`src/rtl/countdown_pkg.sv`:
```
// Shared types for the loadable countdown timer.
package countdown_pkg;

  localparam int unsigned DefaultWidth = 32;

  typedef enum logic {StIdle, StRun} state_e;

  typedef logic [DefaultWidth-1:0] count_t;

endpackage

```
`src/rtl/countdown_timer.sv`:
```
// Loadable down-counter with valid/ready load and a one-cycle expiry pulse.
// Define COUNTDOWN_AUTO_RELOAD_EN to restart from the last load value on expiry.
module countdown_timer
  import countdown_pkg::*;
#(
  parameter int unsigned WIDTH     = DefaultWidth,
  parameter int unsigned MAX_VALUE = 10000
) (
  input  logic             clk,
  input  logic             rst,
  input  logic             load_valid,
  input  logic [WIDTH-1:0] load_value,
  output logic             load_ready,
  input  logic             en,
  input  logic             abort,
  output logic [WIDTH-1:0] q,
  output logic             busy,
  output logic             expired
);

  localparam logic [WIDTH-1:0] MaxC = WIDTH'(MAX_VALUE);
  localparam logic [WIDTH-1:0] One  = WIDTH'(1);

  state_e           state_q, state_d;
  logic [WIDTH-1:0] q_q, q_d;
  logic             expired_q, expired_d;
  logic [WIDTH-1:0] clamped;

  assign clamped = (load_value > MaxC) ? MaxC : load_value;

`ifdef COUNTDOWN_AUTO_RELOAD_EN
  logic [WIDTH-1:0] reload_q, reload_d;
`endif

  always_comb begin
    state_d   = state_q;
    q_d       = q_q;
    expired_d = 1'b0;
`ifdef COUNTDOWN_AUTO_RELOAD_EN
    reload_d  = reload_q;
`endif
    unique case (state_q)
      StIdle: begin
        if (load_valid) begin
`ifdef COUNTDOWN_AUTO_RELOAD_EN
          reload_d = clamped;
`endif
          if (clamped == '0) begin
            expired_d = 1'b1;
          end else begin
            q_d     = clamped;
            state_d = StRun;
          end
        end
      end
      StRun: begin
        if (abort) begin
          q_d     = '0;
          state_d = StIdle;
        end else if (en) begin
          if (q_q > One) begin
            q_d = q_q - One;
          end else begin
            // q is 1 here: RUN never holds a zero count.
            expired_d = 1'b1;
`ifdef COUNTDOWN_AUTO_RELOAD_EN
            q_d = reload_q;
`else
            q_d     = '0;
            state_d = StIdle;
`endif
          end
        end
      end
      default: state_d = StIdle;
    endcase
  end

  always_ff @(posedge clk) begin
    if (!rst) begin
      state_q   <= StIdle;
      q_q       <= '0;
      expired_q <= 1'b0;
`ifdef COUNTDOWN_AUTO_RELOAD_EN
      reload_q  <= '0;
`endif
    end else begin
      state_q   <= state_d;
      q_q       <= q_d;
      expired_q <= expired_d;
`ifdef COUNTDOWN_AUTO_RELOAD_EN
      reload_q  <= reload_d;
`endif
    end
  end

  assign q          = q_q;
  assign expired    = expired_q;
  assign busy       = (state_q == StRun);
  assign load_ready = (state_q == StIdle);

endmodule

```
`config.mk`:
```
export PLATFORM = sky130hd
export DESIGN_NAME = countdown_timer
export DESIGN_NICKNAME = d
export VERILOG_FILES = /design/src/rtl/countdown_pkg.sv /design/src/rtl/countdown_timer.sv
export SDC_FILE = /design/constraint.sdc
export NUM_CORES = 1
export LEC_CHECK = 0
export ABC_AREA = 0
export BUFFER_PORTS_ARGS = -buffer_cell sky130_fd_sc_hd__buf_2
export CORE_UTILIZATION = 55
export CTS_CLUSTER_DIAMETER = 80
export DETAILED_ROUTE_END_ITERATION = 10
export GPL_ROUTABILITY_DRIVEN = 0
export PLACE_DENSITY = 0.95
export SKIP_LAST_GASP = 1
export SLEW_MARGIN = 30
export SYNTH_ARGS = -nofsm -noshare
export SYNTH_HDL_FRONTEND = slang
export SYNTH_SLANG_ARGS = --single-unit
export TNS_END_PERCENT = 5
```
`constraint.sdc`:
```
create_clock -name clk -period 5 [get_ports clk]
set_input_delay 1 -clock clk [delete_from_list [all_inputs] [get_ports clk]]
set_output_delay 1 -clock clk [all_outputs]
set_load 0.01 [all_outputs]
```
==> flow_summary.yaml <==
floorplanning:
  rows: 22
  die_area_um2: 4245
  start_util_pct: 58.59
  chipHeight_um: 65.15
  die_w_um: 65.15
  ios: 72
  design.core.area_um2: 3744
worst_hold_path:
  hold_path_class: "reg2reg"
cts:
  clk_latency_ns: 0.30
  root_buffer: "clkbuf_8"
  path_clk_slew_ns: 0.08
  htree_levels: 2
  cts_resized: 0
  cts_buffers: 5
  cts.sinks: 34
  cts_hold_buf: 0
  postCtsSetupRepairBufs: 0
  cts_tree: "built"
  clock_path_buffers: 2
synthesis:
  ys_seq_elements: 34
  muxShareOfSynthArea_pct: 0
  netlist_instances: 285
  synth_simple_gate_area_share_pct: 34.28
  synth_edf_count: 0
  synth_compound_area_share_pct: 27.27
  ys.flop_type: "dfxtp_1"
  async_reset_ff_share_pct: 0
  synth_top_family_by_area: "simple AND/OR/NAND/NOR gates"
  synth.distinct_cells: 49
  synth_seq_area_share_pct: 31.03
  syn_area_um2: 2193
  synth_warnings: 0
  synth_fa_ha_area_share_pct: 1.141
  yosys.area_share.xor_xnor_pct: 2.396
  syn_nets: 324
  syn_area_per_cell_um2: 7.696
timing:
  drv_slew: 0
  skew_ns: 0.01157
  rsz0062_at_grt: "no"
  period_minus_slack_ns: 2.993
  slew_headroom_pct: 31.67
  timing_hold_violations_final: 0
  fmax_mhz: 334.1
  fin_setup_tns_ns: 0
  setup_viol: 0
  fin_crit_sh_pct: 59.87
  tightest_slew_ns: 1.018
layout:
  diodes: 0
  layout_commonest_cell: "buf_2"
  final_cell_mix: "71 x buf_2, 36 x nor2_1, 34 x dfxtp_1"
  fin_util_pct: 70.49
  drive_gt1_share_pct: 26.63
  area_growth_pct: 20.31
  fillers: 320
  num-nets-final: 391
pwr:
  pwr-share-comb_pct: 28.5
  p_clk_share_pct: 30.0
  switching_share_pct: 35.95
  peakVddDrop_v: 0.0002361
  p_int_mw: 0.4703
  p_per_area_nw_per_um2: 278.3
  p_seq_share_pct: 41.5
  power_mw: 0.7344
  p_leak_nw: 1.087
  p_sw_mw: 0.2640
drt:
  detail_route.wl_per_cell_um: 16.90
  drt_iter0_markers: 349
  via_count: 2666
  finalWirelength_mm: 6.776
  via_per_inst: 6.648
  drc: 0
  drt-pass1-iter-count: 7
  ant_nets: 0
worst_setup_path:
  endpoint_kind: "register"
  crit_family: "compound AO/OA/AOI/OAI gates"
  cpPeakStageDelay_ns: 0.78
  cpMaxStageDelayCell: "nor2_2"
  crit_buf_inv: 1
  cp.required_ns: 5.22
  critPathArrivalTime_ns: 3.21
  crit_path_cell_trace: "inv_1 -> ha_1 -> o21ai_0 -> nor4_4 -> nor2_2 -> o311ai_0 -> a31oi_1"
  path_class: "reg2reg"
  crit_path_start_kind: "register"
  path_max_fanout: 22
place:
  port_buffers: 71
  dp_hpwl_mm: 4.590
grt:
  track_usage_pct: 34.55
  grt_pass1_vias: 2479
  grt-ovfl-total: 0
  grt_antenna_before_repair: 0
  grt_max_degree: 30
  grt_first_pass_wirelength_mm: 11.34
run:
  maxCapViolCount: 0
run_status:
  status: "finished clean"
[layout make-up]
class	instances	area, µm²	share of cell area [%]
multi-input combinational	234	1429	54.15
sequential	34	680.7	25.79
timing repair buffer	71	355.3	13.47
clock buffer	7	86.33	3.272
tap	48	60.06	2.276
inverter	6	22.52	0.8535
clock inverter	1	5.005	0.1897
[cell usage after synthesis (2+ instances only)]
cell,count,area [µm²]
nor2_1,36,135.1
dfxtp_1,34,680.7
nand2_1,28,105.1
a21oi_1,21,105.1
o21ai_0,20,100.1
nand3_1,15,75.07
nor3_1,11,55.05
nor4_1,11,68.82
a221oi_1,8,70.07
a31oi_1,8,50.05
a211oi_1,6,45.04
clkbuf_1,6,22.52
inv_1,6,22.52
o22ai_1,6,37.54
or4_1,6,45.04
nand4_1,5,31.28
nor4_4,4,85.08
or2_2,4,25.02
xor2_1,4,35.03
o211ai_1,3,22.52
o31ai_1,3,22.52
a32oi_1,2,17.52
and2_1,2,12.51
buf_2,2,10.01
buf_6,2,22.52
ha_1,2,25.02
nand2b_1,2,12.51
nor4_2,2,25.02
o21a_1,2,15.01
o21ai_1,2,10.01
o311ai_0,2,17.52
o32ai_1,2,17.52
xnor2_1,2,17.52
[tightest hold or removal path, stage by stage, from the launching register on]
cell     delay (ns)
dfxtp_1        0.33
nand2_1        0.06
o21ai_0        0.06
[state kept, by name, indices dropped and copies added, names as in the netlist]
| register | count |
|---|---|
| expired | 1 |
| q | 32 |
| busy | 1 |
[through the flow]
stage          cells  hold WS [ns]  setup WS (ns)  cell area [µm²]
6_report         401        0.4882          2.007             2639
2_1_floorplan    285        0.4919          2.350             2193
4_1_cts          401        0.4924          1.820             2638
5_1_grt          401        0.5383          1.723             2639
3_3_place_gp     393        0.4660          1.575             2546
3_5_place_dp     393        0.4825          1.507             2546
[layer usage]
metal | up-vias | track usage [%] | routed length, µm
met5 | - | 0 | 0
met4 | 0 | 18.21 | 211
met3 | 27 | 8.854 | 761
met2 | 179 | 57.03 | 3230
met1 | 1232 | 41.08 | 2572
li1 | 1228 | - | -
[final timing paths]
kind              start     to  slack [ns]  cells after the start
setup / recovery   q[0]  q[15]        2.01                      7
hold / removal    q[26]  q[26]        0.49                      2
setup reg to reg   q[0]  q[15]        2.01                      7
hold reg to reg   q[26]  q[26]        0.49                      2
[kinds of logic (layout without fill, tap and decap cells)]
logic type | Yosys count | in the layout
flops | 34 | 34
fa+ha+maj | 2 | 2
buf+inv | 17 | 85
compound gates | 92 | 92
simple gates | 134 | 134
xor+xnor | 6 | 6
[power groups by stage]
stage	sequential [mW]	clock, mW	combinational (mW)
2_1_floorplan	0.312	0	0.139
3_3_place_gp	0.309	0	0.195
3_5_place_dp	0.310	0	0.200
4_1_cts	0.304	0.216	0.203
5_1_grt	0.307	0.228	0.229
6_report	0.305	0.220	0.210
(Power assumes the default switching activity.)
